**src/rtl/hilo_unit.sv**
```systemverilog
// HI/LO sequencing stage around the iterative multiplier: launches Mult with
// sign-stripped operands, waits for its result, and commits the fixed-up product.
module hilo_unit #(
    parameter int TIMEOUT = 64
) (
    input  logic        clk,
    input  logic        reset_n,
    input  logic        op_valid,
    input  logic [1:0]  op,
    input  logic [31:0] rs_val,
    input  logic [31:0] rt_val,
    output logic        op_ready,
    output logic        busy,
    output logic        done,
    output logic        timeout,
    output logic [31:0] hi_out,
    output logic [31:0] lo_out,
    output logic        mult_valid_in,
    output logic [31:0] mult_src_a,
    output logic [31:0] mult_src_b,
    input  logic        mult_valid_out,
    input  logic [31:0] mult_hi,
    input  logic [31:0] mult_lo
);

    localparam int CNT_W = $clog2(TIMEOUT + 1);

    localparam logic [1:0] OP_MULT  = 2'b00;
    localparam logic [1:0] OP_MULTU = 2'b01;
    localparam logic [1:0] OP_MTHI  = 2'b10;
    localparam logic [1:0] OP_MTLO  = 2'b11;

    typedef enum logic [1:0] {IDLE, LAUNCH, WAIT, COMMIT} state_e;

    state_e             state_q, state_d;
    logic [CNT_W-1:0]   cnt_q, cnt_d;
    logic               neg_q;
    logic [31:0]        src_a_q, src_b_q;
    logic [63:0]        raw_q;
    logic [31:0]        hi_q, lo_q;
    logic               done_q, timeout_q;

    logic               accept;
    logic               is_mult;
    logic               signed_op;
    logic               wait_hit;
    logic               wait_expire;

    // Unsigned magnitude of a signed operand; 0x80000000 stays 0x80000000.
    function automatic logic [31:0] magnitude32(input logic en, input logic [31:0] v);
        return (en && v[31]) ? (~v + 32'd1) : v;
    endfunction

    function automatic logic [63:0] negate64(input logic en, input logic [63:0] v);
        return en ? (~v + 64'd1) : v;
    endfunction

    assign accept      = op_valid && (state_q == IDLE);
    assign is_mult     = (op == OP_MULT) || (op == OP_MULTU);
    assign signed_op   = (op == OP_MULT);
    assign wait_hit    = (state_q == WAIT) && mult_valid_out;
    assign wait_expire = (state_q == WAIT) && !mult_valid_out && (cnt_q == CNT_W'(TIMEOUT - 1));

    always_ff @(posedge clk or negedge reset_n) begin
        if (!reset_n) begin
            state_q <= IDLE;
        end else begin
            state_q <= state_d;
        end
    end

    always_comb begin
        state_d = state_q;
        cnt_d   = '0;
        case (state_q)
            IDLE: begin
                if (accept && is_mult) state_d = LAUNCH;
            end
            LAUNCH: begin
                state_d = WAIT;
            end
            WAIT: begin
                cnt_d = cnt_q + 1'b1;
                if (mult_valid_out)   state_d = COMMIT;
                else if (wait_expire) state_d = IDLE;
            end
            COMMIT: begin
                state_d = IDLE;
            end
            default: state_d = IDLE;
        endcase
    end

    always_ff @(posedge clk or negedge reset_n) begin
        if (!reset_n) begin
            cnt_q     <= '0;
            neg_q     <= 1'b0;
            src_a_q   <= '0;
            src_b_q   <= '0;
            raw_q     <= '0;
            hi_q      <= '0;
            lo_q      <= '0;
            done_q    <= 1'b0;
            timeout_q <= 1'b0;
        end else begin
            cnt_q  <= cnt_d;
            done_q <= (state_q == COMMIT);
            if (accept && is_mult) begin
                neg_q   <= signed_op && (rs_val[31] ^ rt_val[31]);
                src_a_q <= magnitude32(signed_op, rs_val);
                src_b_q <= magnitude32(signed_op, rt_val);
            end
            if (accept && (op == OP_MTHI)) hi_q <= rs_val;
            if (accept && (op == OP_MTLO)) lo_q <= rs_val;
            if (wait_hit) raw_q <= {mult_hi, mult_lo};
            if (wait_expire) timeout_q <= 1'b1;
            if (state_q == COMMIT) {hi_q, lo_q} <= negate64(neg_q, raw_q);
        end
    end

    assign busy          = (state_q != IDLE);
    assign op_ready      = !busy;
    assign mult_valid_in = (state_q == LAUNCH);
    assign mult_src_a    = src_a_q;
    assign mult_src_b    = src_b_q;
    assign hi_out        = hi_q;
    assign lo_out        = lo_q;
    assign done          = done_q;
    assign timeout       = timeout_q;

endmodule
```
**config.mk**
```make
export PLATFORM = sky130hd
export DESIGN_NAME = hilo_unit
export DESIGN_NICKNAME = d
export VERILOG_FILES = /design/src/rtl/hilo_unit.sv
export SDC_FILE = /design/constraint.sdc
export NUM_CORES = 1
export LEC_CHECK = 0
export CAP_MARGIN = 20
export CELL_PAD_IN_SITES_DETAIL_PLACEMENT = 1
export CELL_PAD_IN_SITES_GLOBAL_PLACEMENT = 2
export CORE_UTILIZATION = 34
export CTS_BUF_LIST = sky130_fd_sc_hd__clkbuf_4 sky130_fd_sc_hd__clkbuf_8
export DETAILED_ROUTE_END_ITERATION = 8
export HOLD_SLACK_MARGIN = 0.08
export PLACE_DENSITY = 0.9
export SLEW_MARGIN = 30
export SYNTH_ARGS = -nofsm -noshare
export SYNTH_HDL_FRONTEND = slang
export SYNTH_SLANG_ARGS = --single-unit
```
**constraint.sdc**
```tcl
create_clock -name clk -period 6 [get_ports clk]
set_input_delay 1.2 -clock clk [delete_from_list [all_inputs] [get_ports clk]]
set_output_delay 1.2 -clock clk [all_outputs]
set_load 0.05 [all_outputs]
```
==> results.cfg, run 1 <==
[cts]
htree_num_levels = 2
path_clk_slew_ns = 0.06
clock_tree_from_tritoncts = yes
clock_sinks = 204
hold_buffers = 0
numCtsBuffers = 39
clock-root-buffer = sky130_fd_sc_hd__clkbuf_8
insertion_delay_ns = 0.55
max-clock-path-buffers = 3
cts_post_setup_buffers_inserted = 0
postCtsResizedCells = 0

[detailed_routing]
first_iter_violations = 516
route.final.wire_length_um = 37900
detail-route-antenna-nets = 0
route.vias.total = 9448
drt-vias-per-instance = 5.31
drtPass1Iterations = 4
drt_drc_violations_left = 0
route.detailed.wl_per_inst_um = 21.3

[setup_path]
critical-path-slowest-cell = sky130_fd_sc_hd__clkdlybuf4s50_1
r2r_start = raw_q[6]
timing.critical_path.cells = nor2_1 > clkdlybuf4s50_1
start_kind = flop
worstPathArrival_ns = 2.21
crit_path_start = state_q[0]
timing.critical_path.fanout_max = 6
crit_buf_inv = 1
timing.critical_path.to_type = output pin
worst_setup_path_category = reg2out
worstPathRequired_ns = 4.80
critical-path-max-stage-delay_ns = 0.89
path_delay_family = buffers and inverters
setup.reg_to_reg.worst_slack_ns = 2.71

[synth]
number_of_synthesized_flops_with_an_enable_pin = 0
synthArstFlopShare = 1.00
netlist_area_um2 = 10800
synth_sequential_area_ratio = 0.471
synthDistinctLibCells = 53
synth-warning-count = 0
syn_avg_cell_area_um2 = 9.87
synth_cells = 1098
synth.ff_latch_count = 204
synth.net_count = 1236
dominantRegCellSynth = sky130_fd_sc_hd__dfrtp_1

[power]
pwr_density_cell_nw_per_um2 = 586
irDropWorstVdd_v = 0.000380
power.static_leakage_uw = 0.00586

[timing]
fin_tns_setup_ns = 0
timing.final.setup_violations = 0
grt_setup_unrepaired = no
timing.clock.skew_ns = 0.0189
maxClockFrequency_mhz = 293
actual_transition_at_the_worst_max_transition_pin_ns = 0.890
slew_viol_final = 0
minimum_clock_period_after_layout_ns = 3.41
min_period_over_period = 0.568
finalHoldViolations = 0
timing.final.ws_setup_ns = 2.59
slew-limit-headroom = 0.406

[place]
dp_hpwl_um = 27800
post-place-ws_ns = 2.24
dp.cells = 1705
place.port_buffers = 266
gpl.final_weighted_congestion = 0.819

[finish]
drive_above_1_share = 0.140
most-common-layout-cells = sky130_fd_sc_hd__clkdlybuf4s50_1 (265), sky130_fd_sc_hd__dfrtp_1 (203), sky130_fd_sc_hd__nand2_1 (121), sky130_fd_sc_hd__o21ai_0 (117), sky130_fd_sc_hd__mux2_2 (86)
post-route-util = 0.475
multi_input_area_um2 = 5450
number_of_nets_in_the_layout = 1488
count_of_fill_cells_added_during_filler_insertion = 3474
final_common_cell = sky130_fd_sc_hd__clkdlybuf4s50_1
layout-area-overhead-vs-synth_pct = 35.9
finish.cell_count_without_fillers = 1778
seqCellArea_um2 = 5110

[floorplan]
dieArea_um2 = 32600
die_width_um = 181
ioPinCount = 267
start_util = 0.350
rows = 64
vertical_die_dimension_um = 181
area_of_the_core_um2 = 31000

[global_routing]
grt_pass1_vias = 9812
global_route.overflow_total = 0
grt_max_degree = 104
grt_use_total = 0.231
antenna_violations_before_repair = 1
grt_pass1_wl_um = 58100

[min_path]
origin_of_the_worst_min_delay_path = cnt_q[0]
hold_crit_class = reg2reg

[run]
max_cap_viol_count = 0

[run_status]
run_status = complete, no violations
==> metrics by stage <==
step	power, µW	hold slack [ns]	instance area [µm²]
CTS	8700	0.473	14700
global placement	6990	0.444	13800
detailed placement	7110	0.459	13800
floorplan	5470	0.432	10800
finish	8620	0.479	14700
global route	9080	0.489	14700
==> routing by layer <==
metal / share of wire / vias up / GRT usage
li1: - / 4406 / -
met4: 0.025 / 0 / 0.0656
met5: 0 / - / 0
met2: 0.47 / 296 / 0.386
met3: 0.070 / 56 / 0.0538
met1: 0.43 / 4690 / 0.298
==> cell usage after synthesis, drive strengths merged, types with 5 or more instances <==
master	number	area share
or4	22	0.017
or2	11	0.0064
mux2i	10	0.0092
nor4	8	0.0066
o41ai	14	0.011
a211oi	30	0.021
o21ai	118	0.055
clkbuf	56	0.019
xor2	79	0.064
xnor2	43	0.035
or3	13	0.0076
o31ai	30	0.022
nor2	61	0.021
buf	8	0.0033
nand4	6	0.0040
nand2	122	0.042
nor2b	32	0.018
inv	10	0.0035
nor3	21	0.0097
and2	5	0.0029
nand3	15	0.0069
a21oi	58	0.027
dfrtp	204	0.47
mux2	86	0.089
==> state kept, by name (all words and copies together) (netlist names) <==
| register | count |
|---|---|
| raw_q | 64 |
| hi_out | 32 |
| lo_out | 32 |
| mult_src_a | 32 |
| mult_src_b | 32 |
| cnt_q | 7 |
| state_q | 2 |
| done | 1 |
| neg_q | 1 |
| timeout | 1 |
==> power by group <==
part           switching [µW]  internal, µW
Sequential                596          2050
Combinational            2810          1630
Clock                     639           901
Total                    4040          4580
==> final cells by class <==
cell class | count | share of cell area
multi-input cells | 820 | 0.370
inverters | 10 | 0.00255
repair buffers | 275 | 0.187
clock buffers | 65 | 0.0553
diodes | 1 | 0.000170
flip-flops and latches | 204 | 0.347
clock inverters | 7 | 0.00451
well taps | 396 | 0.0337
==> worst paths after layout <==
path,cells past startpoint,endpoint
worst min-delay path,1,cnt_q[0]
min in group asynchronous,1,mult_src_a[16]
worst max-delay path,2,op_ready
worst max register to register,6,hi_out[13]
worst min register to register,1,cnt_q[0]
max in group asynchronous,2,raw_q[62]
==> kinds of logic (layout without fill, tap and decap cells) <==
family	Yosys count	in the layout	synth area share
buffers and inverters	74	357	0.0262
DFF	204	204	0.471
adders and majority gates	4	4	0.00462
AOI/OAI and AO/OA	268	268	0.149
muxes	96	96	0.0986
xor gates and xnor gates	122	122	0.0986
and+or+nand+nor	330	330	0.152
other	0	1	0
No activity file was read; power rests on OpenSTA's default activity.
==> inputs of run 2 (changes only) <==
--- a/config.mk
+++ b/config.mk
@@ -8,11 +8,11 @@
 export CAP_MARGIN = 20
 export CELL_PAD_IN_SITES_DETAIL_PLACEMENT = 1
 export CELL_PAD_IN_SITES_GLOBAL_PLACEMENT = 2
-export CORE_UTILIZATION = 34
+export CORE_UTILIZATION = 28
 export CTS_BUF_LIST = sky130_fd_sc_hd__clkbuf_4 sky130_fd_sc_hd__clkbuf_8
 export DETAILED_ROUTE_END_ITERATION = 8
 export HOLD_SLACK_MARGIN = 0.08
-export PLACE_DENSITY = 0.9
+export PLACE_DENSITY = 0.8
 export SLEW_MARGIN = 30
 export SYNTH_ARGS = -nofsm -noshare
 export SYNTH_HDL_FRONTEND = slang
==> constraint.sdc (replaced) <==
create_clock -name clk -period 2.8 [get_ports clk]
set_input_delay 0.56 -clock clk [delete_from_list [all_inputs] [get_ports clk]]
set_output_delay 0.56 -clock clk [all_outputs]
set_load 0.05 [all_outputs]
==> run 2 against run 1 <==
Sequential power rose by 120%. Register-to-register slack worse by 2.6 ns. Final cell count increased by 12%. Sequential share of layout area is 2.0 points lower. Clock power up 110%. Clock skew increased by 0.016 ns. Clock-buffer cell count unchanged. Critical endpoint is now lo_out[22]. Worst hold slack got worse by 0.054 ns. Flip-flop and latch count did not move. Via count is 3.0% higher.
==> results.cfg, run 2 (synthesis gave the netlist of run 1 again) <==
[run_status]
run_status = complete, no violations

[timing]
timing.final.setup_violations = 0
timing.clock.skew_ns = 0.0351
min_period_over_period = 0.958
fin_tns_setup_ns = 0
slew-limit-headroom = 0.553
minimum_clock_period_after_layout_ns = 2.68
slew_viol_final = 0
actual_transition_at_the_worst_max_transition_pin_ns = 0.670
maxClockFrequency_mhz = 373
grt_setup_unrepaired = no
finalHoldViolations = 0

[finish]
drive_above_1_share = 0.196
finish.cell_count_without_fillers = 1984
count_of_fill_cells_added_during_filler_insertion = 4310
seqCellArea_um2 = 5110
top_register = raw_q
number_of_nets_in_the_layout = 1583
layout-area-overhead-vs-synth_pct = 44.4
multi_input_area_um2 = 5470
final_common_cell = sky130_fd_sc_hd__clkdlybuf4s50_1
number_of_flip_flops_under_the_largest_register_name = 64
most-common-layout-cells = sky130_fd_sc_hd__clkdlybuf4s50_1 (264), sky130_fd_sc_hd__dfrtp_1 (203), sky130_fd_sc_hd__nand2_1 (121), sky130_fd_sc_hd__o21ai_0 (117), sky130_fd_sc_hd__buf_4 (94)

[run]
max_cap_viol_count = 0

[floorplan]
dieArea_um2 = 39500
vertical_die_dimension_um = 199
ioPinCount = 267
rows = 71
die_width_um = 199
area_of_the_core_um2 = 37800
start_util = 0.286

[setup_path]
worstPathArrival_ns = 3.14
timing.critical_path.fanout_max = 5
timing.critical_path.cells = or4_1 > nor2_2 > buf_4 > nand3_1 > o41ai_1 > xor2_1 > o21ai_0
start_kind = flop
worst_setup_path_category = reg2reg
crit_buf_inv = 1
timing.critical_path.to_type = flop
path_delay_family = simple AND/OR/NAND/NOR gates
worstPathRequired_ns = 3.25
critical-path-slowest-cell = sky130_fd_sc_hd__or4_1
critical-path-max-stage-delay_ns = 0.65

[cts]
insertion_delay_ns = 0.59
clock_tree_from_tritoncts = yes
max-clock-path-buffers = 3
clock_sinks = 204
numCtsBuffers = 40
clock-root-buffer = sky130_fd_sc_hd__clkbuf_8
path_clk_slew_ns = 0.06
htree_num_levels = 2
cts_post_setup_buffers_inserted = 0

[detailed_routing]
route.vias.total = 9727
route.detailed.wl_per_inst_um = 20.6
drt_drc_violations_left = 0
first_iter_violations = 437
drtPass1Iterations = 4
detail-route-antenna-nets = 0
route.final.wire_length_um = 41000
drt-vias-per-instance = 4.90

[power]
power.static_leakage_uw = 0.00633
pwr_density_cell_nw_per_um2 = 1190
irDropWorstVdd_v = 0.000673
power.share.sequential = 0.305
power_frac_comb = 0.524
pwr-share-clk = 0.171
internal_power_uw = 9960
power_uw = 18700
power_switching_uw = 8730
switching_share = 0.467

[global_routing]
grt_use_total = 0.208
grt_pass1_vias = 10287
antenna_violations_before_repair = 3
grt_max_degree = 82
grt_pass1_wl_um = 61400
global_route.overflow_total = 0

[place]
place.port_buffers = 266
gpl.final_weighted_congestion = 0.866
dp_hpwl_um = 31300
dp.cells = 1913

[min_path]
hold_crit_class = in2async
[run 2: cell count changes in the layout (fill, tap and decap cells not counted), moves of 3 or more]
cell | before | now
sky130_fd_sc_hd__buf_4 | 8 | 94
sky130_fd_sc_hd__buf_12 | 1 | 8
sky130_fd_sc_hd__nor2_1 | 61 | 58
sky130_fd_sc_hd__nor2_2 | 0 | 3
[run 2: final timing paths]
check                          start             end  slack (ns)  depth (start not counted)
max                        raw_q[12]      lo_out[22]        0.12                          7
max reg2reg                raw_q[12]      lo_out[22]        0.12                          7
max in group asynchronous    reset_n        cnt_q[6]        1.61                          3
min in group clk            cnt_q[0]        cnt_q[0]        0.46                          1
min reg2reg                 cnt_q[0]        cnt_q[0]        0.46                          1
min                          reset_n  mult_src_a[17]        0.42                          2
[run 2: layer usage]
layer	track usage	up-vias	wire, µm
li1	-	4586	-
met1	0.268	4788	18200
met2	0.339	276	19100
met3	0.0493	73	2550
met4	0.0729	4	1100
met5	0	-	25
[run 2: per-stage QoR]
step / utilization / area [µm²] / worst slack (ns) / hold slack [ns]
detailed placement: 0.390 / 14800 / -0.181 / 0.454
global route: 0.413 / 15600 / 0.000360 / 0.405
finish: 0.413 / 15600 / 0.118 / 0.425
CTS: 0.413 / 15600 / 0.0132 / 0.387
floorplan: - / 10800 / 0.0616 / 0.264
global placement: 0.390 / 14800 / -0.159 / 0.448
[run 2: worst reg2reg max path, cell delays in order (launching register included)]
cell and delay (ns):
sky130_fd_sc_hd__dfrtp_1 0.42, sky130_fd_sc_hd__or4_1 0.65, sky130_fd_sc_hd__nor2_2 0.34, sky130_fd_sc_hd__buf_4 0.20, sky130_fd_sc_hd__nand3_1 0.21, sky130_fd_sc_hd__o41ai_1 0.44
sky130_fd_sc_hd__xor2_1 0.18, sky130_fd_sc_hd__o21ai_0 0.10
[run 2: area by class of cell]
class | count | area share
Antenna cell | 1 | 0.000160
Clock buffer | 65 | 0.0524
Clock inverter | 4 | 0.00152
Inverter | 10 | 0.00240
Multi-Input combinational cell | 820 | 0.350
Sequential cell | 204 | 0.326
Tap cell | 511 | 0.0409
Timing Repair Buffer | 369 | 0.226
[run 2: power by group through the flow]
stage / registers [µW] / clock network (µW) / logic [µW]
6_report: 5700 / 3190 / 9800
5_1_grt: 5900 / 3420 / 10500
4_1_cts: 5720 / 3310 / 9880
3_5_place_dp: 5750 / 0 / 9830
3_3_place_gp: 5690 / 0 / 9710
2_1_floorplan: 8490 / 0 / 3220
[run 2: timing repair]
action / in CTS / in global routing
endpoints found under the setup margin: 2 / 4
gates resized for setup: 2 / 4
hold buffers: 1 / 0
endpoints found under the hold margin: 23 / 0
